### src/rtl/axioma_trace_pkg.sv
// Shared definitions for the PC trace buffer.
// Contents: capture state encodings, trace entry width and the field
// offsets of pc/instr/sreg within an entry, plus an entry packing helper.
package axioma_trace_pkg;

   typedef enum logic [1:0] {
      ST_IDLE      = 2'd0,
      ST_ARMED     = 2'd1,
      ST_TRIGGERED = 2'd2,
      ST_DONE      = 2'd3
   } trace_state_t;

   localparam int TRACE_ENTRY_W = 40;

   // entry layout: {pc[15:0], instr[15:0], sreg[7:0]}
   localparam int TE_SREG_LSB  = 0;
   localparam int TE_SREG_W    = 8;
   localparam int TE_INSTR_LSB = 8;
   localparam int TE_INSTR_W   = 16;
   localparam int TE_PC_LSB    = 24;
   localparam int TE_PC_W      = 16;

   function automatic logic [TRACE_ENTRY_W-1:0] pack_entry(
      input logic [TE_PC_W-1:0]    pc,
      input logic [TE_INSTR_W-1:0] instr,
      input logic [TE_SREG_W-1:0]  sreg
   );
      return {pc, instr, sreg};
   endfunction

endpackage

### src/rtl/axioma_trace_ram.sv
// DEPTH x TRACE_ENTRY_W trace storage: one write port, one synchronous read
// port. Read data is registered and holds its value between reads.
// Ports:
//   clk, reset          system clock, synchronous active-high reset (read reg)
//   wr_en/wr_addr/wr_data   write port
//   rd_en/rd_addr           read request; data appears on rd_data next cycle
//   rd_data                 registered read data
module axioma_trace_ram
   import axioma_trace_pkg::*;
#(
   parameter int DEPTH  = 16,
   parameter int ADDR_W = 4
) (
   input  logic                     clk,
   input  logic                     reset,
   input  logic                     wr_en,
   input  logic [ADDR_W-1:0]        wr_addr,
   input  logic [TRACE_ENTRY_W-1:0] wr_data,
   input  logic                     rd_en,
   input  logic [ADDR_W-1:0]        rd_addr,
   output logic [TRACE_ENTRY_W-1:0] rd_data
);

   logic [TRACE_ENTRY_W-1:0] mem [DEPTH];
   logic [TRACE_ENTRY_W-1:0] rd_data_d, rd_data_q;

   always_comb begin
      rd_data_d = rd_data_q;
      if (rd_en) rd_data_d = mem[rd_addr];
   end

   // array itself is not reset; only the output register is
   always_ff @(posedge clk) begin
      if (wr_en) mem[wr_addr] <= wr_data;
   end

   always_ff @(posedge clk) begin
      if (reset) rd_data_q <= '0;
      else       rd_data_q <= rd_data_d;
   end

   assign rd_data = rd_data_q;

endmodule

### src/rtl/axioma_pc_trace_buffer.sv
// PC-change trace capture behind axioma_cpu. Records {pc, instr, sreg} on
// every PC change into a circular buffer once armed, stops a programmable
// number of entries after a PC-match trigger, then drains oldest-first.
// Ports:
//   clk, reset                    clock, synchronous active-high reset
//   debug_pc/instruction/sreg     CPU debug taps
//   arm                           pulse: clear buffer and start recording
//   trig_en, trig_pc              PC-match trigger
//   post_count                    entries recorded after the trigger (latched on arm)
//   filter_seq                    suppress pc == last_pc+1 steps
//   rd_req -> rd_valid/rd_pc/rd_instr/rd_sreg   readout, 1-cycle latency, DONE only
//   state, entries, wrapped, trig_hit          status
//
// state        | meaning
// ST_IDLE      | after reset, nothing recorded, reads ignored
// ST_ARMED     | recording change events, waiting for trigger
// ST_TRIGGERED | recording, counting down post_rem
// ST_DONE      | buffer frozen, readout allowed
module axioma_pc_trace_buffer
   import axioma_trace_pkg::*;
#(
   parameter int DEPTH  = 16,
   parameter int ADDR_W = 4
) (
   input  logic              clk,
   input  logic              reset,
   input  logic [15:0]       debug_pc,
   input  logic [15:0]       debug_instruction,
   input  logic [7:0]        debug_sreg,
   input  logic              arm,
   input  logic              trig_en,
   input  logic [15:0]       trig_pc,
   input  logic [ADDR_W:0]   post_count,
   input  logic              filter_seq,
   input  logic              rd_req,
   output logic              rd_valid,
   output logic [15:0]       rd_pc,
   output logic [15:0]       rd_instr,
   output logic [7:0]        rd_sreg,
   output logic [1:0]        state,
   output logic [ADDR_W:0]   entries,
   output logic              wrapped,
   output logic              trig_hit
);

   localparam int              CNT_W     = ADDR_W + 1;
   localparam logic [CNT_W-1:0] DEPTH_CNT = CNT_W'(DEPTH);

   trace_state_t             state_d, state_q;
   logic [15:0]              last_pc_d, last_pc_q;
   logic [ADDR_W-1:0]        wr_ptr_d, wr_ptr_q;
   logic [ADDR_W-1:0]        rd_ptr_d, rd_ptr_q;
   logic [CNT_W-1:0]         entries_d, entries_q;
   logic [CNT_W-1:0]         post_rem_d, post_rem_q;
   logic                     wrapped_d, wrapped_q;
   logic                     trig_hit_d, trig_hit_q;
   logic                     rd_valid_d, rd_valid_q;

   logic                     change_evt;
   logic [15:0]              pc_inc;
   logic                     wr_en, rd_en;
   logic [TRACE_ENTRY_W-1:0] rd_data;

   always_comb begin
      state_d    = state_q;
      last_pc_d  = debug_pc;
      wr_ptr_d   = wr_ptr_q;
      rd_ptr_d   = rd_ptr_q;
      entries_d  = entries_q;
      post_rem_d = post_rem_q;
      wrapped_d  = wrapped_q;
      trig_hit_d = trig_hit_q;
      rd_valid_d = 1'b0;
      wr_en      = 1'b0;
      rd_en      = 1'b0;

      // 16-bit wrap makes 0xFFFF -> 0x0000 a sequential step
      pc_inc     = last_pc_q + 16'd1;
      change_evt = (debug_pc != last_pc_q) && !(filter_seq && (debug_pc == pc_inc));

      if (arm) begin
         state_d    = ST_ARMED;
         wr_ptr_d   = '0;
         entries_d  = '0;
         wrapped_d  = 1'b0;
         trig_hit_d = 1'b0;
         post_rem_d = post_count;
      end else begin
         case (state_q)
            ST_ARMED, ST_TRIGGERED: begin
               if (change_evt) begin
                  wr_en    = 1'b1;
                  wr_ptr_d = wr_ptr_q + 1'b1;
                  if (entries_q == DEPTH_CNT) wrapped_d = 1'b1;
                  else                        entries_d = entries_q + 1'b1;

                  if (state_q == ST_ARMED) begin
                     if (trig_en && (debug_pc == trig_pc)) begin
                        trig_hit_d = 1'b1;
                        state_d    = (post_rem_q == '0) ? ST_DONE : ST_TRIGGERED;
                     end
                  end else begin
                     post_rem_d = post_rem_q - 1'b1;
                     if (post_rem_q == CNT_W'(1)) state_d = ST_DONE;
                  end

                  // oldest entry; a full buffer gives entries[ADDR_W-1:0]==0 -> wr_ptr
                  if (state_d == ST_DONE) rd_ptr_d = wr_ptr_d - entries_d[ADDR_W-1:0];
               end
            end
            ST_DONE: begin
               if (rd_req && (entries_q != '0)) begin
                  rd_en      = 1'b1;
                  rd_valid_d = 1'b1;
                  rd_ptr_d   = rd_ptr_q + 1'b1;
                  entries_d  = entries_q - 1'b1;
               end
            end
            default: ;
         endcase
      end
   end

   always_ff @(posedge clk) begin
      if (reset) begin
         state_q    <= ST_IDLE;
         last_pc_q  <= '0;
         wr_ptr_q   <= '0;
         rd_ptr_q   <= '0;
         entries_q  <= '0;
         post_rem_q <= '0;
         wrapped_q  <= 1'b0;
         trig_hit_q <= 1'b0;
         rd_valid_q <= 1'b0;
      end else begin
         state_q    <= state_d;
         last_pc_q  <= last_pc_d;
         wr_ptr_q   <= wr_ptr_d;
         rd_ptr_q   <= rd_ptr_d;
         entries_q  <= entries_d;
         post_rem_q <= post_rem_d;
         wrapped_q  <= wrapped_d;
         trig_hit_q <= trig_hit_d;
         rd_valid_q <= rd_valid_d;
      end
   end

   axioma_trace_ram #(
      .DEPTH  (DEPTH),
      .ADDR_W (ADDR_W)
   ) u_ram (
      .clk     (clk),
      .reset   (reset),
      .wr_en   (wr_en),
      .wr_addr (wr_ptr_q),
      .wr_data (pack_entry(debug_pc, debug_instruction, debug_sreg)),
      .rd_en   (rd_en),
      .rd_addr (rd_ptr_q),
      .rd_data (rd_data)
   );

   assign rd_valid = rd_valid_q;
   assign rd_pc    = rd_data[TE_PC_LSB    +: TE_PC_W];
   assign rd_instr = rd_data[TE_INSTR_LSB +: TE_INSTR_W];
   assign rd_sreg  = rd_data[TE_SREG_LSB  +: TE_SREG_W];
   assign state    = state_q;
   assign entries  = entries_q;
   assign wrapped  = wrapped_q;
   assign trig_hit = trig_hit_q;

endmodule
### config.mk
export PLATFORM = sky130hd
export DESIGN_NAME = axioma_pc_trace_buffer
export DESIGN_NICKNAME = d
export VERILOG_FILES = /design/src/rtl/axioma_trace_pkg.sv /design/src/rtl/axioma_trace_ram.sv /design/src/rtl/axioma_pc_trace_buffer.sv
export SDC_FILE = /design/constraint.sdc
export NUM_CORES = 1
export LEC_CHECK = 0
export CAP_MARGIN = 10
export CORE_ASPECT_RATIO = 0.8
export CORE_MARGIN = 2
export CORE_UTILIZATION = 65
export CTS_CLUSTER_DIAMETER = 60
export DETAILED_ROUTE_END_ITERATION = 8
export PLACE_DENSITY = 0.95
export RECOVER_POWER = 100
export SYNTH_ARGS = -nofsm -noshare
export SYNTH_HDL_FRONTEND = slang
export SYNTH_SLANG_ARGS = --single-unit
export TNS_END_PERCENT = 5
### constraint.sdc
create_clock -name clk -period 18.8 [get_ports clk]
set_input_delay 3.76 -clock clk [delete_from_list [all_inputs] [get_ports clk]]
set_output_delay 3.76 -clock clk [all_outputs]
set_load 0.05 [all_outputs]
* Word level (Yosys, flattened, before mapping) *
Memories as Yosys holds them, arrays and structs flattened. A register that Yosys moved wholly into a read port is not among the register bits.
Cells that the tools add are included.

cells by class
  muxes and demuxes = 33
  $lt $le $gt $ge = 0
  $add $sub $neg = 7
  bitwise operators = 1
  divide/modulo/power cells = 0
  equal/unequal tests = 14
  multipliers = 0
  shifts and indexed selects = 0
  reduce and logical (&&, ||, !) cells = 20

operator list
  kind                   number
  $mux 5                 10
  $eq 16x16->1           2
  $add 16x1->16 const B  1
  $ne 16x16->1           1
  $mux 1                 12
  $mux 2                 6
  $mux 4                 3
  $pmux 5 s2             1
  $sub 5x1->5 const B    2
  $reduce_and 3->1       3
  $add 4x1->4 const B    2
  $ne 2x2->1 const B     4
  $pmux 4 s2             1
  $reduce_and 4->1       2
  $eq 2x2->1 const B     3
  $reduce_bool 2->1      3
  $add 5x1->5 const B    1
  $eq 5x1->1 const B     1
  $eq 5x5->1 const B     1
  $logic_not 5->1        1
  $reduce_and 5->1       1
  $reduce_bool 5->1      1
  $logic_and 1x1->1      4
  $reduce_and 2->1       2
  other kinds (6)        7

word-level totals
  output and inout bits = 50
  bits in read-only memories = 0
  memories = 1
  bits in latches = 0
  RAM bits = 640
  bits of input ports = 67
  bits in registers = 39

memories
  memory     depth  width  read ports  clocked after Yosys merged registers in  wr ports  line                    RTL
  u_ram.mem  16     40     1           1                                        1         axioma_trace_ram.sv:24  logic [TRACE_ENTRY_W-1:0] mem [DEPTH];

* Logic depth before layout (Yosys ltp) *
  depth after elaboration = 12
  depth in mapped cells = 14

* Modules after synthesis *
A second synthesis with hierarchy kept.

unflattened totals
  cell total of the unflattened synthesis = 1863
  area total of the unflattened synthesis = 28981.5 sq um

modules (own cells, without submodules)
  module                  times used  cells each  area an instance (sq um)  seq. area each (sq um)
  axioma_trace_ram        1           1514        26070.0                   20019.2
  axioma_pc_trace_buffer  1           349         2911.5                    780.7

* Worst setup path after synthesis *
Ideal clock, no wire load.

  kind = input-to-reg
  start = input debug_pc[9]
  end = memory u_ram.mem[0][0], enable pin
  buffers on the path = 2
  required time = 18.263 ns
  data arrival time = 8.919 ns
  path slack = 9.344 ns
  library setup time = 0.537 ns
  stages on the path = 9
  cell sequence = xor2_1 o211a_1 o311a_1 o2111ai_1 or2_4 o21bai_4 buf_6 buf_6 nor4_1

on the way
  longest elaborated chain between the ends = 9
  elaborated cells on any way between the ends = 10
  classes of those cells = eq/ne (2); mux (5); reduce/logical (3)

ends and longest elaborated chain
  what                            line                          RTL
  from (decl)                     axioma_pc_trace_buffer.sv:27  input logic [15:0] debug_pc,
  $eq 16x16->1                    axioma_pc_trace_buffer.sv:79  change_evt = (debug_pc != last_pc_q) && !(filter_seq && (debug_pc == pc_inc));
  $logic_and 1x1->1               axioma_pc_trace_buffer.sv:79
  $logic_not 1->1                 axioma_pc_trace_buffer.sv:79
  $logic_and 1x1->1 *             axioma_pc_trace_buffer.sv:79
  $mux 1 *                        axioma_pc_trace_buffer.sv:91  if (change_evt) begin
  $mux 1 *                        axioma_pc_trace_buffer.sv:89  case (state_q)
  $mux 1 *                        axioma_pc_trace_buffer.sv:81  if (arm) begin
  $mux 1 *                        axioma_trace_ram.sv:34        if (wr_en) mem[wr_addr] <= wr_data;
  $mux 1 (not written as such) *  axioma_trace_ram.sv:34
  to (decl)                       axioma_trace_ram.sv:24

Mark *: on every way between the ends. The rest lies on a longest branch, timed or not.

* Final worst setup path *
  start = input debug_pc[8]
  end = memory u_ram.mem[5][14], enable pin

Same word-level chain as after synthesis.

==> summary.md <==
| Metric | Value |
|---|---|
| Outcome | `finished with violations` |
| Failing checks | `capacitance limit, slew limit` |
| CTS buffer count | `67` |
| Crit path buffers/inverters | `2` |
| Worst-path maximum fanout | `40` |
| Layout cells sized above 1 | `0.199` |
| Sw frac | `0.213` |
| Setup crit end kind | `flop` |
| Clock sinks | `719` |
| Slew HR | `-1.31` |
| Height of the die | `191 microns` |
| Number of antenna violations at the first check in global routing | `2` |
| Largest net degree at the start of global routing | `75` |
| Hold_buf cts | `0` |
| H-tree depth | `3` |
| ANT nets after route | `0` |
| Die W | `238 microns` |
| Seq pwr share | `0.520` |
| # IOs | `117` |
| Tcrit/Tclk final | `0.515` |
| Critical path depth | `9` |
| CTS tree | `done` |
| Starting density of the core | `0.659` |
| Worst-Margin Slew | `3.46 ns` |
| GPL Wtd Cong | `0.877` |
| Crit path required time | `18.62 ns` |
| Worst reg2reg endpoint | `u_ram.mem[5][14]$_DFFE_PP_` |
| YS warnings | `0` |
| Worst slack, placed | `10.78 ns` |
| Die area | `45500 sq um` |
| Final core occ | `0.750` |
| Switching pwr | `723 uW` |
| Asr flop ratio synth | `0` |
| Static leakage power | `0.0101 uW` |
| Final setup fails | `0` |
| Peak Freq | `103 MHz` |
| Worst flop-to-flop path startpoint | `last_pc_q[6]$_SDFF_PP0_` |
| Port buffer count | `116` |
| Area of the core | `43200 sq um` |
| Rows | `68` |
| Initial DRC Count | `2282` |
| Postcts setup bufs | `0` |
| RSZ-0062 raised after global routing | `false` |
| Syn_nets | `1544` |
| CP arrival | `9.51 ns` |
| Post-layout min period | `9.69 ns` |
| Top cells by count, synth | `640 x edfxtp_1, 200 x mux4_2, 113 x nand2_1` |
| Synth Flop Type | `edfxtp_1` |
| Ranking of synthesized cells by area | `edfxtp_1 67%, mux4_2 16%, dfxtp_1 5.5%` |
| CP delay by family, top | `buffers and inverters` |
| Final hold viol count | `0` |
| Global Route Usage Sum | `0.333` |
| TNS Setup | `0 ns` |
| Crit path launch | `debug_pc[8]` |
| Drt pass-1 iters | `5` |
| Syn avg cell area | `19.5 sq um` |
| Comb pwr share | `0.059` |
| Int Pwr | `2670 uW` |
| Seq/Total Area, Yosys | `0.730` |
| Vias per inst | `7.22` |
| Critical Path Slowest Stage Cell | `o21bai_1` |
| Crit-path cells | `dlygate4sd3_1 > xnor2_1 > a21boi_0 > a211oi_1 > or4_2 > or2_0 > o21bai_1 > nor4_1 > clkbuf_1` |
| Clock power share | `0.421` |
| Remaining global-route overflow | `0` |
| DR vias | `15900` |
| Cell Area, Placed | `30400 sq um` |
| Clk slew on worst S/H paths | `0.07 ns` |
| Final slew viol count | `642` |
| Max VDD drop | `0.0906 mV` |
| HPWL Detailed | `39000 microns` |
| Area Growth Syn to Fin | `13.8%` |
| FF+latch count, synth | `719` |
| Area leader, netlist | `edfxtp_1` |
| Global-route wire length before repair | `108000 microns` |
| Remaining DRCs | `0` |
| Share of the synthesized area in the top cell type | `0.674` |
| Worst Setup Slack, final | `9.11 ns` |
| Post-Route WL | `73600 microns` |
| Worst reg2reg path depth | `8` |
| CTS Buffer Depth | `3` |
| Vias in the first global route | `16400` |
| Yosys cell types | `78` |
| Seq. cell area | `20800 sq um` |
| Final nets | `1680` |
| Number of fill cells | `2229` |
| Clk_skew | `0.0189 ns` |
| Mapped Area | `28500 sq um` |
| Worst skew pair latency | `0.60 ns` |
| CP max stage delay | `1.48 ns` |
| Power Total | `3390 uW` |
| Clk Tree Root Cell | `clkbuf_16` |
| Synth Instances | `1459` |
| Area occupied by multi-input gates | `7240 sq um` |
| Wire per inst | `33.4 microns` |
| Crit path to | `u_ram.mem[5][14]$_DFFE_PP_` |
| Kind of critical path | `in2reg` |
| Setup crit start kind | `input pin` |
| Tightest Hold Check Type | `reg2reg` |
| Post-synth EDFFs | `640` |
| Post-CTS sizing | `0` |
| Most numerous cell in the Yosys netlist | `edfxtp_1` |
| Reg2Reg Setup Slack | `12.55 ns` |
| Power Density | `105 nW/um^2` |
| Post-route design area | `32400 sq um` |
| Max cap viols | `18` |
## metal layers
metal / wire, microns / vias up / track usage
met5: 26 / - / 0
met4: 3640 / 4 / 0.144
met3: 6910 / 325 / 0.0635
met2: 36700 / 1256 / 0.549
met1: 26300 / 8150 / 0.445
li1: - / 6199 / -
## flip-flops by register name, summed over array words and instances (netlist names)
register / flops
rd_valid: 1
state: 2
u_ram.rd_data: 40
trig_hit: 1
entries: 5
post_rem_q: 5
rd_ptr_q: 4
wrapped: 1
u_ram.mem: 640
wr_ptr_q: 4
last_pc_q: 16
## layout by cell type, fill, tap and decap left out, types with 3 or more instances in the layout
cell type and instances:
a21oi_1 55, a311oi_1 3, a311oi_2 3, a31oi_1 5, and2_1 5, and3_1 3
buf_4 8, bufinv_16 9, clkbuf_1 33, clkbuf_16 73, clkdlybuf4s50_1 24, clkinv_1 11
clkinv_2 12, clkinvlp_4 4, dfxtp_1 75, dfxtp_4 3, dlygate4sd3_1 91, edfxtp_1 640
ha_1 17, inv_1 17, mux4_2 200, nand2_1 113, nand2b_1 4, nand3_1 12
nand3b_1 3, nand4_1 15, nand4b_1 3, nor2_1 29, nor2b_1 19, nor3_1 12
nor3b_1 3, nor4_1 10, o21ai_0 11, o311ai_0 3, or3_1 9, or4_1 3
xnor2_1 33, xor2_1 14
## stage by stage
step | hold slack, ns | instances
floorplan | 0.482 | 1459
global placement | 0.442 | 2086
detailed placement | 0.447 | 2086
CTS | 0.456 | 2206
global route | 0.464 | 2206
finish | 0.452 | 2207
## power groups by stage
| stage | Sequential, uW | Clock, uW | Combinational (uW) |
|---|---|---|---|
| 3_5_place_dp | 1800 | 0 | 194 |
| 2_1_floorplan | 1790 | 0 | 126 |
| 5_1_grt | 1760 | 1490 | 208 |
| 6_report | 1760 | 1430 | 199 |
| 4_1_cts | 1760 | 1440 | 201 |
| 3_3_place_gp | 1800 | 0 | 184 |
## worst reg2reg max path: cells and delay by family (launching register included)
family	cells	cell delay [ns]
buf+inv	1	1.37
compound gates	1	1.48
flops	1	0.55
xor+xnor	1	0.21
simple gates	5	1.84
## how the worst min path moves through the flow
stage          depth (start not counted)                            from  slack [ns]                        endpoint
2_1_floorplan                          2        wr_ptr_q[1]$_SDFFE_PP0P_        0.48        wr_ptr_q[1]$_SDFFE_PP0P_
3_3_place_gp                           2  u_ram.rd_data[36]$_SDFFE_PP0P_        0.44  u_ram.rd_data[36]$_SDFFE_PP0P_
3_5_place_dp                           2  u_ram.rd_data[22]$_SDFFE_PP0P_        0.45  u_ram.rd_data[22]$_SDFFE_PP0P_
4_1_cts                                2   u_ram.rd_data[0]$_SDFFE_PP0P_        0.46   u_ram.rd_data[0]$_SDFFE_PP0P_
5_1_grt                                2  u_ram.rd_data[25]$_SDFFE_PP0P_        0.46  u_ram.rd_data[25]$_SDFFE_PP0P_
6_report                               2  u_ram.rd_data[22]$_SDFFE_PP0P_        0.45  u_ram.rd_data[22]$_SDFFE_PP0P_
## logic make-up after synthesis
logic type | Yosys count | synth area share
buffers and inverters | 98 | 0.0144
xor gates and xnor gates | 47 | 0.0144
muxes | 202 | 0.159
adders and majority gates | 18 | 0.00817
AOI/OAI and AO/OA | 115 | 0.0283
and+or+nand+nor | 260 | 0.0460
DFF | 719 | 0.730
## layout make-up
cell class              instances  share of cell area
flip-flops and latches        719               0.642
well taps                     560              0.0216
clock buffers                  83              0.0575
clock inverters                37              0.0131
diodes                          1           0.0000772
inverters                      18             0.00208
multi-input cells             642               0.223
repair buffers                147              0.0402
No activity file was read; power rests on OpenSTA's default activity.
